**src/rtl/uart_32bit_rx_if.sv**
```systemverilog
// Signal bundle between the 32-bit UART receiver and its user: serial line and
// word-size select in, assembled word with status pulses out.
interface uart_32bit_rx_if;
  logic        rx;
  logic        one_byte;
  logic [31:0] data_out;
  logic        data_valid;
  logic        frame_error;
  logic        rx_busy;

  modport master (
    output rx, one_byte,
    input  data_out, data_valid, frame_error, rx_busy
  );

  modport slave (
    input  rx, one_byte,
    output data_out, data_valid, frame_error, rx_busy
  );
endinterface

```
**src/rtl/uart_32bit_rx.sv**
```systemverilog
// 8N1 UART receiver that packs accepted bytes little-endian into 32-bit words,
// or delivers single bytes when one_byte is set at the first byte of a word.
module uart_32bit_rx #(
  parameter int CLK_FREQUENCY = 100_000_000,
  parameter int BAUD_RATE     = 115200
) (
  input logic            clk,
  input logic            reset,
  uart_32bit_rx_if.slave bus
);
  localparam int CLKS_PER_BIT = CLK_FREQUENCY / BAUD_RATE;
  localparam int HALF_BIT     = CLKS_PER_BIT / 2;
  localparam int CNT_W        = $clog2(CLKS_PER_BIT);

  if (CLKS_PER_BIT < 4) begin : g_bad_rate
    $error("CLKS_PER_BIT must be at least 4");
  end

  typedef enum logic [1:0] {IDLE, START, DATA, STOP} state_t;

  state_t           state_q, state_d;
  logic             rx_p0, rx_s;
  logic [CNT_W-1:0] cnt;
  logic [2:0]       bit_idx;
  logic [7:0]       shift;
  logic [23:0]      word;
  logic [1:0]       k;
  logic [31:0]      data_q;
  logic             valid_q, ferr_q;
  logic             half_tick, bit_tick;

  assign half_tick = (cnt == CNT_W'(HALF_BIT - 1));
  assign bit_tick  = (cnt == CNT_W'(CLKS_PER_BIT - 1));

  always_ff @(posedge clk) begin
    if (reset) state_q <= IDLE;
    else       state_q <= state_d;
  end

  always_comb begin
    state_d = state_q;
    case (state_q)
      IDLE:  if (!rx_s) state_d = START;
      START: if (half_tick) state_d = rx_s ? IDLE : DATA;
      DATA:  if (bit_tick && bit_idx == 3'd7) state_d = STOP;
      STOP:  if (bit_tick) state_d = IDLE;
      default: state_d = IDLE;
    endcase
  end

  always_ff @(posedge clk) begin
    if (reset) begin
      rx_p0   <= 1'b1;
      rx_s    <= 1'b1;
      cnt     <= '0;
      bit_idx <= '0;
      shift   <= '0;
      word    <= '0;
      k       <= '0;
      data_q  <= '0;
      valid_q <= 1'b0;
      ferr_q  <= 1'b0;
    end else begin
      rx_p0   <= bus.rx;
      rx_s    <= rx_p0;
      valid_q <= 1'b0;
      ferr_q  <= 1'b0;
      case (state_q)
        IDLE: begin
          cnt     <= '0;
          bit_idx <= '0;
        end
        START: cnt <= half_tick ? '0 : cnt + CNT_W'(1);
        DATA: begin
          if (bit_tick) begin
            cnt            <= '0;
            shift[bit_idx] <= rx_s;
            bit_idx        <= bit_idx + 3'd1;
          end else begin
            cnt <= cnt + CNT_W'(1);
          end
        end
        STOP: begin
          if (bit_tick) begin
            cnt <= '0;
            // Word size is latched implicitly: one_byte only matters while k==0.
            if (!rx_s) begin
              ferr_q <= 1'b1;
              k      <= '0;
            end else if (k == 2'd0 && bus.one_byte) begin
              data_q  <= {24'd0, shift};
              valid_q <= 1'b1;
            end else if (k == 2'd3) begin
              data_q  <= {shift, word};
              valid_q <= 1'b1;
              k       <= '0;
            end else begin
              word[{k, 3'b000} +: 8] <= shift;
              k                      <= k + 2'd1;
            end
          end else begin
            cnt <= cnt + CNT_W'(1);
          end
        end
        default: cnt <= '0;
      endcase
    end
  end

  assign bus.data_out    = data_q;
  assign bus.data_valid  = valid_q;
  assign bus.frame_error = ferr_q;
  assign bus.rx_busy     = (state_q != IDLE);
endmodule

```
**src/flat_wrapper.sv**
```systemverilog
// flat-port wrapper written by rule: the top's interface ports become plain ports
module uart_32bit_rx_flat 
#(
  parameter int CLK_FREQUENCY = 100_000_000,
  parameter int BAUD_RATE     = 115200
)
  (clk, reset, bus_rx, bus_one_byte, bus_data_out, bus_data_valid, bus_frame_error, bus_rx_busy);
  uart_32bit_rx_if bus_i ();
  input logic clk;
  input logic reset;
  input wire logic [$bits(bus_i.rx)-1:0] bus_rx;
  input wire logic [$bits(bus_i.one_byte)-1:0] bus_one_byte;
  output wire logic [$bits(bus_i.data_out)-1:0] bus_data_out;
  output wire logic [$bits(bus_i.data_valid)-1:0] bus_data_valid;
  output wire logic [$bits(bus_i.frame_error)-1:0] bus_frame_error;
  output wire logic [$bits(bus_i.rx_busy)-1:0] bus_rx_busy;
  assign bus_i.rx = bus_rx;
  assign bus_i.one_byte = bus_one_byte;
  assign bus_data_out = bus_i.data_out;
  assign bus_data_valid = bus_i.data_valid;
  assign bus_frame_error = bus_i.frame_error;
  assign bus_rx_busy = bus_i.rx_busy;
  uart_32bit_rx #(.CLK_FREQUENCY(CLK_FREQUENCY), .BAUD_RATE(BAUD_RATE)) u_core (.clk(clk), .reset(reset), .bus(bus_i));
endmodule
```
**config.mk**
```make
export PLATFORM = sky130hd
export DESIGN_NAME = uart_32bit_rx_flat
export DESIGN_NICKNAME = d
export VERILOG_FILES = /design/src/rtl/uart_32bit_rx_if.sv /design/src/rtl/uart_32bit_rx.sv /design/src/flat_wrapper.sv
export SDC_FILE = /design/constraint.sdc
export NUM_CORES = 1
export LEC_CHECK = 0
export ABC_CLOCK_PERIOD_IN_PS = 2170
export CAP_MARGIN = 15
export CORE_MARGIN = 3
export CORE_UTILIZATION = 45
export CTS_CLUSTER_SIZE = 8
export DETAILED_ROUTE_END_ITERATION = 10
export DONT_BUFFER_PORTS = 1
export PLACE_DENSITY_LB_ADDON = 0.2
export SYNTH_ARGS = -nofsm -noshare
export SYNTH_HDL_FRONTEND = slang
export SYNTH_SLANG_ARGS = --single-unit
```
**constraint.sdc**
```tcl
create_clock -name clk -period 2.17 [get_ports clk]
set_input_delay 0.434 -clock clk [delete_from_list [all_inputs] [get_ports clk]]
set_output_delay 0.434 -clock clk [all_outputs]
set_load 0.01 [all_outputs]
```
* After elaboration in Yosys (flattened, before gate mapping)
Cells that the tools add are included.
** Word-level totals
- Word-level logic and storage cells :: 77
- Register bits after elaboration :: 85
** Operators by class
- Bitwise operators :: 5
- $lt $le $gt $ge :: 2
- Equality and inequality tests :: 13
- Shift operators :: 2
- Muxes and demuxes :: 23
- Add/sub/neg operators :: 4
- Reductions and logical operators :: 17
** Operators by type and width (count)
- 32-bit two-way mux :: 2
- 10-bit one-hot mux with 3 select lines :: 1
- 24-bit bitwise mux :: 1
- 8-bit by 7-bit variable shift with 24-bit output, first input constant :: 1
- 8-bit by 7-bit indexed part select with 24-bit output :: 1
- 10-bit two-way mux :: 2
- 2-bit two-way mux :: 8
- 10-bit by 1-bit adder with 10-bit output, second input constant :: 1
- 10-bit == test, second input constant :: 1
- 10-bit by 9-bit == test with 1-bit output, second input constant :: 1
- 8-bit bitwise mux :: 1
- 2-bit by 1-bit inequality test with 1-bit output, second input constant :: 4
- 2-bit one-hot mux with 4 select lines :: 1
- 4-bit AND reduction :: 2
- 5-bit negation with 7-bit output :: 1
- 2-bit == test, second input constant :: 3
- 3-bit one-hot mux with 2 select lines :: 1
- 2-bit nonzero test :: 3
- 1-bit inverter :: 5
- 5-bit AND reduction :: 1
- 2-bit zero test :: 2
- 3-bit by 4-bit less-than comparator with 1-bit output, second input constant :: 1
- 1-bit two-way mux :: 4
- 2-bit inequality test, second input constant :: 2
- other kinds (13) :: 16

* Longest topological paths before layout
- Depth in word-level cells :: 5
- Gate-level depth with buffers :: 8
- Mapped depth without buffers :: 6

* Worst setup path before layout
Ideal clock, no wire load.
- Path kind :: reg-to-reg
- Start point :: register u_core.k[0]
- End point :: register u_core.word[10]
- Path buffers :: 2
- Setup time :: 0.070 ns
- Data arrival time :: 1.892 ns
- Required time :: 2.100 ns
- Stages on the path, launching flop included :: 9
- Path slack :: 0.208 ns
- Cells stage by stage :: dfxtp_1 inv_1 ha_1 and2_0 clkbuf_1 buf_2 nor4b_4 nand4_1 a21oi_1
** Between the ends
- Cells in the longest elaborated chain, start to end :: 4
- Elaborated cells between the ends (all ways) :: 10
- Classes of those cells :: add/sub: 1; eq/ne: 1; shift: 2; mux: 1; bitwise: 2; reduce/logical: 3
** RTL lines
- from (decl) :: RTL line uart_32bit_rx.sv:27 : logic [1:0] k;
- from (signal assigned) :: RTL line uart_32bit_rx.sv:99 : k <= k + 2'd1;
- parallel branches: the longest is 4 deep, another holds 5-bit negation with 7-bit output
- to (signal, indexed assignment) :: RTL line uart_32bit_rx.sv:98 : word[{k, 3'b000} +: 8] <= shift;
- to (decl) :: RTL line uart_32bit_rx.sv:26 : logic [23:0] word;
Parallel ways; which one is timed is not known.
A chain may end at the register's enable or synchronous reset.

* Worst setup path after layout
- Start point :: register u_core.cnt[2]
- End point :: register u_core.data_q[7], in the netlist u_core.bus.data_out[7]
** Between the ends
- Cells in the longest elaborated chain, start to end :: 2
** RTL lines
- from (decl) :: RTL line uart_32bit_rx.sv:23 : logic [CNT_W-1:0] cnt;
- from (signal assigned) :: RTL line uart_32bit_rx.sv:73 : START: cnt <= half_tick ? '0 : cnt + CNT_W'(1);
- from (signal assigned) :: RTL line uart_32bit_rx.sv:80 : cnt <= cnt + CNT_W'(1);
- from (signal assigned) :: RTL line uart_32bit_rx.sv:102 : cnt <= cnt + CNT_W'(1);
- 10-bit == test :: RTL line uart_32bit_rx.sv:33 : assign bit_tick = (cnt == CNT_W'(CLKS_PER_BIT - 1));
- 4-bit AND reduction (no line)
- to (signal assigned) :: RTL line uart_32bit_rx.sv:91 : data_q <= {24'd0, shift};
- to (signal assigned) :: RTL line uart_32bit_rx.sv:94 : data_q <= {shift, word};
- to (decl) :: RTL line uart_32bit_rx.sv:28 : logic [31:0] data_q;
Every way passes these cells.

==> metrics <==
outcome completed; DR vias a little under 3,000; fin nets ~400; cell row count 32; antenna-violating nets left 0; placer congestion estimate 0.797; fmax 502 MHz; Worst Path Arrival about 2300 ps; Clock transition at path regs about 90 ps; Starting Density roughly 47%; Fin. Hold Viols 0; initial antenna violation count 0; class of the worst hold path input port to register; Least-Margin Pin Slew 444 ps; leakage about 1.3 nW; Final Max Slew Viols 0; final period utilization slightly above 90%; Yosys reg bits 85; placed instance count 480; CTS Sinks 85; Max-slew headroom 70.2%; Tot Pwr 2.97 mW; cell accounting for the most synthesized area dfxtp_1; postcts setup bufs 0; Synth Area in Compound Gates 21.4%; Synth top area share a little under half; Critical Path RT between 2000 and 2500 ps; Final Skew 4.94 ps; Synth Area in Simple Gates a little over a fifth; routed len/inst approximately 17 µm; die height between 90 and 100 µm; Top Ports 39; CP max stage cell and4bb_4; CP Launch Type register; Hold Slack 146 ps; post-route setup slack between 150 and 200 ps; first-pass GRT wire length 13,200 µm; most frequent cells after synthesis dfxtp_1 (85), a21oi_1 (38), o21ai_0 (36); Synth Flop Type dfxtp_1; synth top area cells dfxtp_1 (47%), a22o_1 (5.3%), a21oi_1 (5.2%); Cell Pwr Density between 700 and 800 mW/mm²; CP cell instances and4bb_4 > nand3_1 > buf_4 > a211o_1 > a21oi_1; Fin Setup TNS 0 ps; number of synthesized flops with an enable pin 0; drt drc 0; largest family of logic cells by synthesized area compound AO/OA/AOI/OAI gates; RSZ-0062 raised after global routing no; top-count cell post-synth dfxtp_1; setup violators final 0; Final min period 1990 ps; area of the core approximately 0.008 mm²; DR iter-0 viols ~150; Finished Core Util about 51%; largest net degree at the start of global routing 46; adder-cell share of the synthesized area 3.08%; Distinct cells, synth 49; Root Buffer clkbuf_8; input/output buffers 0; layout cell share with drive strength beyond 1 about an eighth; Design Area, Final ~0.0040 mm²; DP HPWL between 5000 and 6000 µm; max_cap viols 0; synthesis-to-finish area growth 9.97%; Detailed Routing Iterations Pass 1 5; CP max FO 40; total grt overflow 0; FFs w/ async S/R, synth 0%; clock buffer count from CTS 9; Seq/Total Area, Yosys a little under half; Layout Cells excl Fill slightly below 500; CP endpoint kind register; VDD IR-drop max roughly 0.36 mV; Die X-Extent roughly 96 µm; final WL about 8200 µm; xor and xnor area share after synthesis 1.92%; Synth Area per Inst 9.42 µm²; worst skew pair latency about 350 ps; Max Root-Sink Buffers 2; number of synthesis warnings 0; H-tree depth 3; Total Routing Usage GR a little under a fifth; CTS tree built; Largest stage delay, worst path 410 ps; critical path type register to register; multiplexer area fraction after synthesis between 1 and 1.5%; Post-Syn Instances 388; # fillers about 740; Via density around 5.9; flop2flop setup slack 180 ps; synthesized area 0.00365 mm²; diode count 0; pre-CTS WS 155 ps; net count after synthesis 401; placed cell areas about 0.0038 mm²; vias in the first global route 2,697; die area between 0.009 and 0.01 mm²
-- where the power goes --
part           leakage, nW  switching (mW)  internal, mW
logic                0.537          0.0339        0.0152
clock network        0.116           0.582         0.770
registers            0.685         0.00402          1.56
total                 1.34           0.620          2.35
-- critical path, delay by kind of cell (launching register included) --
kind	cells	cell delay [ps]
and+or+nand+nor	2	730
AOI/OAI and AO/OA	2	450
buffers and inverters	1	370
DFF	1	360
-- per-layer routing --
layer,up-vias,wire length [µm],GRT usage (%)
met1,1389,3860,24.5
met5,-,0,0
met2,55,3900,28.5
met4,0,101,7.70
met3,9,379,4.30
li1,1452,-,-
-- worst paths after layout --
check | startpoint | cells after the start | to
max reg2reg | u_core.cnt[2]$_SDFF_PP0_ | 5 | u_core.bus.data_out[7]$_SDFFE_PP0P_
max | u_core.cnt[2]$_SDFF_PP0_ | 5 | u_core.bus.data_out[7]$_SDFFE_PP0P_
min | reset | 1 | u_core.bus.data_out[30]$_SDFFE_PP0P_
min reg2reg | u_core.rx_p0$_SDFF_PP1_ | 1 | u_core.rx_s$_SDFF_PP1_
-- layout by cell type, fill, tap and decap left out, drive strengths merged, types with 4 or more instances in the layout --
cell and count:
nor2 12, buf 20, nand2 31, nor4b 4, xor2 6, clkbuf 9, nor3b 5, a211o 8
a22o 22, a21oi 38, nand4 31, dfxtp 85, mux2i 4, ha 9, o21ai 38, nand3 11
and3 5, inv 8, a31oi 4
-- layout make-up --
type	instances	area, µm²	area share [%]
multi-input combinational	266	1770	43.9
sequential	85	1700	42.4
timing repair buffer	20	150	3.74
tap	102	128	3.18
clock buffer	9	124	3.08
clock inverter	7	123	3.05
inverter	7	26.3	0.654
-- cells by family (layout without fill, tap and decap cells) --
logic type                 count (synthesis)  in the layout
and+or+nand+nor                          122            122
buffers and inverters                     37             43
adders and majority gates                  9              9
AOI/OAI and AO/OA                        123            123
muxes                                      4              4
xor gates and xnor gates                   8              8
DFF                                       85             85
-- registers in the layout, summed over array words and instances, names as in the netlist, named ones only --
name                    count
u_core.k                    2
u_core.bus.frame_error      1
u_core.bus.data_out        32
u_core.word                24
u_core.rx_p0                1
u_core.bit_idx              3
u_core.cnt                 10
u_core.shift                8
u_core.state_q              1
u_core.rx_s                 1
u_core.bus.data_valid       1
-- what timing repair did --
item | in CTS | in global routing
endpoints found under the hold margin | 0 | 0
setup endpoints to repair | 0 | 22
gates resized for setup | 0 | 1
hold buffers | 0 | 0
Power figures use the tool's default switching activity.
